==> src/rtl/mic1_pkg.sv <==
// Shared widths, sequencer state codes and reset constants for the MIC-1 microsequencer.
package mic1_pkg;

    localparam int unsigned MIC1_ADDR_W = 9;
    localparam int unsigned MIC1_MBR_W  = 8;

    localparam logic ST_EXEC = 1'b0;
    localparam logic ST_ADDR = 1'b1;

    localparam logic [MIC1_ADDR_W-1:0] MPC_RESET = 9'h000;

endpackage

==> src/rtl/mic1_mpc_calc.sv <==
// Next-MPC formation: MBR ORed into the low bits, N/Z jams ORed into the top bit.
module mic1_mpc_calc
    import mic1_pkg::*;
#(
    parameter int unsigned ADDR_W = MIC1_ADDR_W,
    parameter int unsigned MBR_W  = MIC1_MBR_W
) (
    input  logic [ADDR_W-1:0] na,
    input  logic              jmpc,
    input  logic              jamn,
    input  logic              jamz,
    input  logic [MBR_W-1:0]  mbr,
    input  logic              n,
    input  logic              z,
    output logic [ADDR_W-1:0] next_mpc
);

    logic [MBR_W-1:0] low;
    logic             high;

    // Pure OR: no carry out of the low field, so 0x1FF stays reachable.
    always_comb begin
        low      = na[MBR_W-1:0] | (jmpc ? mbr : '0);
        high     = na[ADDR_W-1] | (jamn & n) | (jamz & z);
        next_mpc = {high, low};
    end

endmodule

==> src/rtl/mic1_next_addr.sv <==
// Two-phase MIC-1 microsequencer: EXEC latches ULA flags and MIR fields, ADDR updates MPC.
module mic1_next_addr
    import mic1_pkg::*;
#(
    parameter int unsigned ADDR_W = MIC1_ADDR_W,
    parameter int unsigned MBR_W  = MIC1_MBR_W
) (
    input  logic              clk,
    input  logic              reset,
    input  logic              n_in,
    input  logic              z_in,
    input  logic [ADDR_W-1:0] next_address,
    input  logic              jmpc,
    input  logic              jamn,
    input  logic              jamz,
    input  logic [MBR_W-1:0]  mbr,
    input  logic              stall,
    output logic [ADDR_W-1:0] mpc,
    output logic              n_flag,
    output logic              z_flag,
    output logic              phase,
    output logic              mpc_update
);

    if (ADDR_W != MBR_W + 1) begin : g_bad_width
        $error("mic1_next_addr: ADDR_W must equal MBR_W + 1");
    end

    logic              state_q, state_d;
    logic [ADDR_W-1:0] mpc_q, mpc_d;
    logic [ADDR_W-1:0] na_q, na_d;
    logic [MBR_W-1:0]  mbr_q, mbr_d;
    logic              n_q, n_d, z_q, z_d;
    logic              jmpc_q, jmpc_d, jamn_q, jamn_d, jamz_q, jamz_d;
    logic              upd_q, upd_d;
    logic [ADDR_W-1:0] next_mpc;
    logic              capture;

    assign capture = (state_q == ST_EXEC) && !stall;

    mic1_mpc_calc #(
        .ADDR_W (ADDR_W),
        .MBR_W  (MBR_W)
    ) u_mpc_calc (
        .na       (na_q),
        .jmpc     (jmpc_q),
        .jamn     (jamn_q),
        .jamz     (jamz_q),
        .mbr      (mbr_q),
        .n        (n_q),
        .z        (z_q),
        .next_mpc (next_mpc)
    );

    always_ff @(posedge clk) begin
        if (reset) begin
            state_q <= ST_EXEC;
            mpc_q   <= ADDR_W'(MPC_RESET);
            na_q    <= '0;
            mbr_q   <= '0;
            n_q     <= 1'b0;
            z_q     <= 1'b0;
            jmpc_q  <= 1'b0;
            jamn_q  <= 1'b0;
            jamz_q  <= 1'b0;
            upd_q   <= 1'b0;
        end else begin
            state_q <= state_d;
            mpc_q   <= mpc_d;
            na_q    <= na_d;
            mbr_q   <= mbr_d;
            n_q     <= n_d;
            z_q     <= z_d;
            jmpc_q  <= jmpc_d;
            jamn_q  <= jamn_d;
            jamz_q  <= jamz_d;
            upd_q   <= upd_d;
        end
    end

    always_comb begin
        state_d = state_q;
        case (state_q)
            ST_EXEC: if (!stall) state_d = ST_ADDR;
            ST_ADDR: state_d = ST_EXEC;
            default: state_d = ST_EXEC;
        endcase
    end

    always_comb begin
        na_d   = na_q;
        mbr_d  = mbr_q;
        n_d    = n_q;
        z_d    = z_q;
        jmpc_d = jmpc_q;
        jamn_d = jamn_q;
        jamz_d = jamz_q;
        if (capture) begin
            na_d   = next_address;
            mbr_d  = mbr;
            n_d    = n_in;
            z_d    = z_in;
            jmpc_d = jmpc;
            jamn_d = jamn;
            jamz_d = jamz;
        end
        // Stall is ignored in ADDR: MPC always advances and pulses the update strobe.
        mpc_d = (state_q == ST_ADDR) ? next_mpc : mpc_q;
        upd_d = (state_q == ST_ADDR);
    end

    assign mpc        = mpc_q;
    assign n_flag     = n_q;
    assign z_flag     = z_q;
    assign phase      = state_q;
    assign mpc_update = upd_q;

endmodule

==> config.mk <==
export PLATFORM = sky130hd
export DESIGN_NAME = mic1_next_addr
export DESIGN_NICKNAME = d
export VERILOG_FILES = /design/src/rtl/mic1_pkg.sv /design/src/rtl/mic1_mpc_calc.sv /design/src/rtl/mic1_next_addr.sv
export SDC_FILE = /design/constraint.sdc
export NUM_CORES = 1
export LEC_CHECK = 0
export ABC_CLOCK_PERIOD_IN_PS = 1290
export CAP_MARGIN = 5
export CORE_UTILIZATION = 60
export DETAILED_ROUTE_END_ITERATION = 6
export DONT_BUFFER_PORTS = 1
export GPL_TIMING_DRIVEN = 0
export HOLD_SLACK_MARGIN = 0.06
export PLACE_DENSITY = 0.84
export SKIP_LAST_GASP = 1
export SLEW_MARGIN = 20
export SYNTH_ARGS = -nofsm -noshare
export SYNTH_HDL_FRONTEND = slang
export SYNTH_HIERARCHICAL = 1
export SYNTH_SLANG_ARGS = --single-unit
export TNS_END_PERCENT = 100
==> constraint.sdc <==
create_clock -name clk -period 1.29 [get_ports clk]
set_input_delay 0.0645 -clock clk [delete_from_list [all_inputs] [get_ports clk]]
set_output_delay 0.0645 -clock clk [all_outputs]
set_load 0.02 [all_outputs]
==> flow_summary.ini, run 1 <==
[sta]
finalCritPeriodShare = 1.02
hold_viol_final = 0
worst_pin_slew_ns = 0.595
finalSetupTns_ns = -0.0209
setup_slack_ns = -0.0209
clock_skew_ns = 0.0102
max_slew_margin = 0.603
rsz0062_at_grt = true
setup_viol = 1
period_needed_ns = 1.31
hold_ws_ns = 0.0106
max_freq_mhz = 763
drv_slew = 0

[global_route]
grtUsageMet1 = 0.359
grt_max_degree = 11
grt_pass1_vias = 1307
use_met2 = 0.568
grt-busiest-layer = met2
antenna_found_initial = 0
grt_usage = 0.325
grt_pass1_wl_mm = 5.84
grt_overflow = 0
use_met3 = 0.0957

[logic_synthesis]
synthTopCellsByArea = dfxtp_1, or3b_1, a21oi_1, o21ai_0, mux2i_1
synthFlopType = dfxtp_1
syn_area_um2 = 1370
synth_nets = 169
synth_top_area_frac = 0.481
synth-edff-count = 0
yosysTopAreaCell = dfxtp_1
synth_seq_area_share = 0.481
syn_inst = 144
synthArstFlopShare = 0
netlist_top_cells_count = dfxtp_1, a21oi_1, o21ai_0, or3b_1
yosys_warnings = 6
yosysMostFrequentCell = dfxtp_1
synth_cell_type_count = 15
syn_area_per_cell_um2 = 9.53
ys_ff_latch = 33

[final_layout]
drive_above_1_share = 0.140
area_growth_pct = 31.7
num-nets-final = 202
final_cells = 205
antenna_cells = 0
num-fill-cells = 111

[worst_setup_path]
reg2reg_depth = 4
cp_max_fo = 10
cp-end-kind = flop
cp.arrival_ns = 1.58
criticalPathCategory = reg -> reg
cp-start-kind = flop
required_ns = 1.56

[place]
preCtsSetupSlack_ns = -0.105
finalWeightedCongestion = 0.776
dp_cells = 171
dp_hpwl_mm = 1.94
numPortBuffers = 0

[power_and_ir_drop]
ir_worst_vdd_mv = 0.985
p_leak_nw = 0.740
power_mw = 2.10
power_density_nw_per_um2 = 1160

[cts]
cts_hold_buffers = 23
clkTransAtPathRegs_ns = 0.11
clockBufferDepth = 2
cts-root-buf = clkbuf_4
cts-htree-levels = 2
clock-sinks = 33
clk_latency_ns = 0.34
cts_tree = built
cts_buffers = 5

[floorplan]
core_area_um2 = 2060
io_pins = 38
die_h_um = 49.8
initial_core_util = 0.666
die_area_um2 = 2480
rows = 16
fp.dieW_um = 49.8

[route]
routed_wl_mm = 3.89
vias = 1243
post-route-drc-count = 0
wire_per_inst_um = 19.0
viasPerCell = 6.06
dr.pass1.iters = 4
ant_nets = 0
drt_iter0_markers = 46

[run_status]
status = complete, but fails checks
violations = setup timing

[hold_path]
hold_class = in -> reg
min_path_cells = 2

[job]
drv_cap = 0
-- critical path: stages, from the launching register on --
cell	delay, ns
dfxtp_4	0.41
buf_8	0.15
buf_6	0.13
or3b_1	0.40
a21oi_1	0.16
-- kinds of logic after synthesis --
logic type	Yosys count	share of synthesized area
flip-flops	33	0.481
buffers and inverters	16	0.0684
AO/OA/AOI/OAI	53	0.211
multiplexers	9	0.0656
AND/OR/NAND/NOR	33	0.173
-- path summary, 6_finish.rpt --
kind,start,endpoint,slack (ns)
setup reg to reg,phase,na_q[2],-0.02
hold reg to reg,na_q[7],na_q[7],0.49
setup / recovery,phase,na_q[2],-0.02
hold / removal,reset,mpc_update,0.01
-- routing by layer --
metal / vias to the layer above / part of all wire
li1: 577 / -
met1: 580 / 0.38
met2: 72 / 0.51
met3: 14 / 0.086
met4: 0 / 0.022
met5: - / 0
-- power breakdown --
part	switching, mW	total (mW)	internal (mW)
Combinational	0.136	0.301	0.164
Clock	0.366	0.681	0.316
Sequential	0.0479	1.12	1.07
-- sequential cells by signal, summed over array words and instances (netlist names) --
| name | cells |
|---|---|
| jamn_q | 1 |
| jamz_q | 1 |
| jmpc_q | 1 |
| mbr_q | 8 |
| mpc | 9 |
| mpc_update | 1 |
| n_flag | 1 |
| na_q | 9 |
| phase | 1 |
| z_flag | 1 |
-- timing repair --
| action | 4_1_cts | 5_1_grt |
|---|---|---|
| endpoints found under the hold margin | 24 | 1 |
| pin swaps | 0 | 2 |
| resized for setup | 3 | 15 |
| setup endpoints to repair | 28 | 24 |
| cloned | 0 | 2 |
| buffers inserted | 0 | 1 |
-- cell type report --
| type | instances | area [µm²] | share of cell area |
|---|---|---|---|
| flip-flops and latches | 33 | 664 | 0.367 |
| multi-input cells | 95 | 631 | 0.349 |
| clock inverters | 1 | 5.00 | 0.00277 |
| plain buffers | 16 | 121 | 0.0671 |
| well taps | 27 | 33.8 | 0.0187 |
| clock buffers | 7 | 65.1 | 0.0360 |
| repair buffers | 26 | 288 | 0.159 |
-- layout by cell type, fill, tap and decap left out --
master / Yosys / layout
buf_4: 2 / 2
o21ai_0: 22 / 19
clkbuf_16: 0 / 2
buf_2: 2 / 1
or3b_1: 22 / 20
buf_12: 0 / 1
clkbuf_4: 0 / 5
clkinv_2: 0 / 1
o21ai_1: 0 / 3
a21oi_2: 0 / 2
dfxtp_1: 33 / 32
nor2b_1: 1 / 1
a221o_1: 1 / 1
clkbuf_8: 0 / 2
nor2_1: 9 / 9
clkbuf_1: 8 / 7
mux2i_1: 9 / 9
a21o_1: 8 / 8
buf_8: 0 / 2
dfxtp_4: 0 / 1
a21oi_1: 22 / 20
dlygate4sd3_1: 0 / 23
or3b_4: 0 / 2
nor3_1: 1 / 1
clkbuf_2: 1 / 2
buf_6: 3 / 2
-- stage by stage --
stage	utilization	instance area, µm²
after floorplan	-	1370
after global placement	0.682	1410
after detailed placement	0.682	1410
after CTS	0.831	1710
after global routing	0.877	1810
final	0.877	1810
No activity file was read; power rests on OpenSTA's default activity.
==> run 2: changes to the inputs <==
GPL_ROUTABILITY_DRIVEN = 0   (was not set)
SKIP_LAST_GASP = not set   (was 1)
==> run 2 against run 1 <==
Effect of this change: the run still ends with setup timing left; die area stayed put; register-to-register slack about the same; core utilization down 2.5 points; sequential share of layout area is 1.1 points higher; worst setup slack improved by 0.013 ns; first-iteration DRC count decreased by 28%; critical path type unchanged; highest routed layer unchanged.
==> flow_summary.ini, run 2 (synthesis results as in run 1) <==
[final_layout]
multi_input_area_um2 = 626
fin_util = 0.851
antenna_cells = 0
drive_above_1_share = 0.114
final_common_cell = dfxtp_1
num-fill-cells = 125
area_growth_pct = 27.9
final_cells = 203
final-seq-area_um2 = 664
fin_area_um2 = 1760
num-nets-final = 200
final_cell_mix = dfxtp_1, dlygate4sd3_1, or3b_1

[cts]
cts_tree = built
cts_buffers = 5
cts-root-buf = clkbuf_4
cts-htree-levels = 2
clk_latency_ns = 0.34
clock-sinks = 33
clkTransAtPathRegs_ns = 0.11
clockBufferDepth = 2

[global_route]
antenna_found_initial = 0
grt_pass1_wl_mm = 5.82
grt_max_degree = 11
grt_usage = 0.324
grt_overflow = 0
grt_pass1_vias = 1273

[place]
postPlaceCellArea_um2 = 1410
numPortBuffers = 0
dp_cells = 171
dp_hpwl_mm = 1.94
preCtsSetupSlack_ns = -0.105

[floorplan]
io_pins = 38
die_area_um2 = 2480
initial_core_util = 0.666
die_h_um = 49.8
fp.dieW_um = 49.8
core_area_um2 = 2060
rows = 16

[power_and_ir_drop]
switching_share = 0.260
clkPwrFrac = 0.327
combPwrFrac = 0.134
p_int_mw = 1.53
power_mw = 2.07
power_density_nw_per_um2 = 1180
p_leak_nw = 0.715
ir_worst_vdd_mv = 1.04
pwr-share-seq = 0.538
p_sw_mw = 0.537

[sta]
hold_ws_ns = 0.138
finalCritPeriodShare = 1.01
clock_skew_ns = 0.0112
worst_pin_slew_ns = 0.507
setup_viol = 1
period_needed_ns = 1.30
max_freq_mhz = 770
drv_slew = 0
finalSetupTns_ns = -0.00817
setup_slack_ns = -0.00817
rsz0062_at_grt = true
hold_viol_final = 0
max_slew_margin = 0.662

[worst_setup_path]
reg2reg_depth = 4
cp.arrival_ns = 1.57
slowest_stage = or3b_1
worst-path-buf-inv = 2
crit_path_max_incr_delay_ns = 0.41
critPathLaunch = phase
path_depth = 4
reg2reg_to = mbr_q[6]
r2r-start = phase
reg2reg_slack_ns = -0.008
cp-start-kind = flop
path_delay_family = simple AND/OR/NAND/NOR gates
path_cells = buf_8, buf_6, or3b_1, a21oi_1
crit_end = mbr_q[6]
criticalPathCategory = reg -> reg
cp-end-kind = flop
cp_max_fo = 10
required_ns = 1.57

[route]
drt_iter0_markers = 33
post-route-drc-count = 0
vias = 1212
dr.pass1.iters = 4
routed_wl_mm = 3.63
wire_per_inst_um = 17.9
ant_nets = 0
viasPerCell = 5.97

[run_status]
status = complete, but fails checks
violations = setup timing

[job]
drv_cap = 0

[hold_path]
hold_class = in -> reg
-- run 2: repair_timing --
action / in CTS / in global routing
endpoints found under the hold margin: 24 / 0
gates resized for setup: 4 / 11
setup buffers: 0 / 0
hold buffers: 24 / 0
endpoints found under the setup margin: 28 / 14
-- run 2: how the worst min path moves through the flow --
stage	cells past startpoint	startpoint	to
6_report	3	stall	mbr_q[5]
5_1_grt	3	stall	mbr_q[3]
4_1_cts	3	stall	mbr_q[6]
3_5_place_dp	2	stall	z_flag
3_3_place_gp	2	stall	jamn_q
2_1_floorplan	2	stall	jamn_q
-- run 2: layout make-up --
cell class,count,share of cell area
clock inverter,1,0.00285
sequential,33,0.378
buffer,16,0.0691
timing repair buffer,24,0.137
multi-input combinational,95,0.356
tap,27,0.0192
clock buffer,7,0.0371
-- run 2: per-layer routing --
metal,global-route usage,up-vias,share of wire
li1,-,576,-
met1,0.357,585,0.41
met2,0.572,40,0.52
met3,0.0926,11,0.043
met4,0.138,0,0.027
met5,0,-,0
-- run 2: worst min-delay path: cells and delay by family --
| kind | cells | cell delay, ns |
|---|---|---|
| AOI/OAI and AO/OA | 1 | 0.05 |
| buffers and inverters | 1 | 0.19 |
| and+or+nand+nor | 1 | 0.14 |
-- run 2: power groups by stage --
| stage | clock network (mW) | logic (mW) | registers [mW] |
|---|---|---|---|
| after floorplan | 0 | 0.155 | 1.13 |
| after global placement | 0 | 0.184 | 1.13 |
| after detailed placement | 0 | 0.193 | 1.13 |
| after CTS | 0.679 | 0.253 | 1.11 |
| after global routing | 0.714 | 0.302 | 1.12 |
| final | 0.677 | 0.278 | 1.11 |
==> run 3: changes to the inputs <==
CORE_MARGIN = 2   (was not set)
==> run 3 against run 2 <==
Effect of this change: the flow still finishes with violations (setup timing); clock-buffer cell count is the same; clock power up 20%; first-iteration DRC count decreased by 12%; routed wire length is 7.8% lower; combinational power about the same; design area up 1.5%; core utilization is 3.8 points lower; sequential power is essentially flat.
==> flow_summary.ini, run 3 (synthesis results as in run 1) <==
[run_status]
status = complete, but fails checks
violations = setup timing

[global_route]
grt_usage = 0.271
use_met2 = 0.451
grt-busiest-layer = met2
grt_pass1_wl_mm = 5.33
grt_max_degree = 11
grt_overflow = 0
use_met3 = 0.0776
grtUsageMet1 = 0.323
grt_pass1_vias = 1152
antenna_found_initial = 0

[route]
drt_iter0_markers = 29
routed_wl_mm = 3.35
dr.pass1.iters = 6
wire_per_inst_um = 16.3
ant_nets = 0
viasPerCell = 5.80
vias = 1190
post-route-drc-count = 0

[floorplan]
initial_core_util = 0.626
die_h_um = 51.8
core_area_um2 = 2190
die_area_um2 = 2690
rows = 17
fp.dieW_um = 51.8
io_pins = 38

[worst_setup_path]
criticalPathCategory = reg -> reg
cp-start-kind = flop
cp_max_fo = 10
required_ns = 1.55
cp.arrival_ns = 1.55
cp-end-kind = flop

[final_layout]
fin_area_um2 = 1780
area_growth_pct = 29.8
drive_above_1_share = 0.124
final_common_cell = dfxtp_1
num-nets-final = 201
antenna_cells = 0
final_cells = 205
final_cell_mix = dfxtp_1, dlygate4sd3_1, or3b_1

[cts]
clkTransAtPathRegs_ns = 0.10
clock-sinks = 33
clk_latency_ns = 0.34
cts-htree-levels = 2
cts_buffers = 5
cts-root-buf = clkbuf_4
cts_tree = built
clockBufferDepth = 2

[sta]
clock_skew_ns = 0.00949
hold_ws_ns = 0.134
finalSetupTns_ns = -0.00606
period_needed_ns = 1.30
worst_pin_slew_ns = 0.502
setup_viol = 1
drv_slew = 0
finalCritPeriodShare = 1.00
max_freq_mhz = 772
max_slew_margin = 0.666
setup_slack_ns = -0.00606
hold_viol_final = 0

[place]
dp_hpwl_mm = 1.98
preCtsSetupSlack_ns = -0.0990
numPortBuffers = 0
dp_cells = 172
postPlaceCellArea_um2 = 1410

[hold_path]
hold_class = in -> reg

[power_and_ir_drop]
power_density_nw_per_um2 = 1230
ir_worst_vdd_mv = 0.979
p_leak_nw = 0.724

[job]
drv_cap = 0
run 3: cell types whose count changed in the layout (fill, tap and decap cells not counted), sizes merged:
cell    before  now
clkinv       1    0
clkbuf      15   16
bufinv       0    1
run 3: critical path, stage by stage, from the launching register on:
cell     delay, ns
dfxtp_4       0.38
buf_6         0.14
buf_6         0.13
or3b_1        0.37
a21oi_1       0.19
run 3: timing repair:
item / 4_1_cts / 5_1_grt
endpoints found under the setup margin: 28 / 28
setup buffers: 0 / 1
hold buffers: 24 / 0
pin swaps: 0 / 2
gates resized for setup: 1 / 17
endpoints found under the hold margin: 24 / 0
run 3: layout make-up:
class	count	area, µm²
tap	28	35.0
multi-input combinational	95	632
fill	140	409
buffer	16	118
clock buffer	7	55.1
timing repair buffer	25	248
sequential	33	664
clock inverter	1	30.0
run 3: routing by layer:
metal / part of all wire / vias to the layer above
met3: 0.068 / 10
met2: 0.50 / 45
met5: 0 / -
met1: 0.41 / 559
met4: 0.023 / 0
li1: - / 576
run 3: stage by stage:
step	power [mW]	utilization
6_report	2.20	0.813
4_1_cts	2.18	0.792
3_5_place_dp	1.33	0.642
5_1_grt	2.29	0.813
2_1_floorplan	1.28	-
3_3_place_gp	1.32	0.642
run 3: worst paths after layout:
| check | from | end | slack (ns) | cells past startpoint |
|---|---|---|---|---|
| setup / recovery | phase | na_q[0] | -0.006 | 4 |
| hold / removal | stall | mbr_q[0] | 0.13 | 3 |
| setup reg to reg | phase | na_q[0] | -0.006 | 4 |
| hold reg to reg | mbr_q[6] | mbr_q[6] | 0.49 | 2 |
run 3: report_power, final:
| group | internal (mW) | leakage (nW) | switching (mW) | total (mW) |
|---|---|---|---|---|
| sequential | 1.07 | 0.271 | 0.0445 | 1.11 |
| combinational | 0.150 | 0.408 | 0.125 | 0.275 |
| clock | 0.463 | 0.0455 | 0.349 | 0.812 |
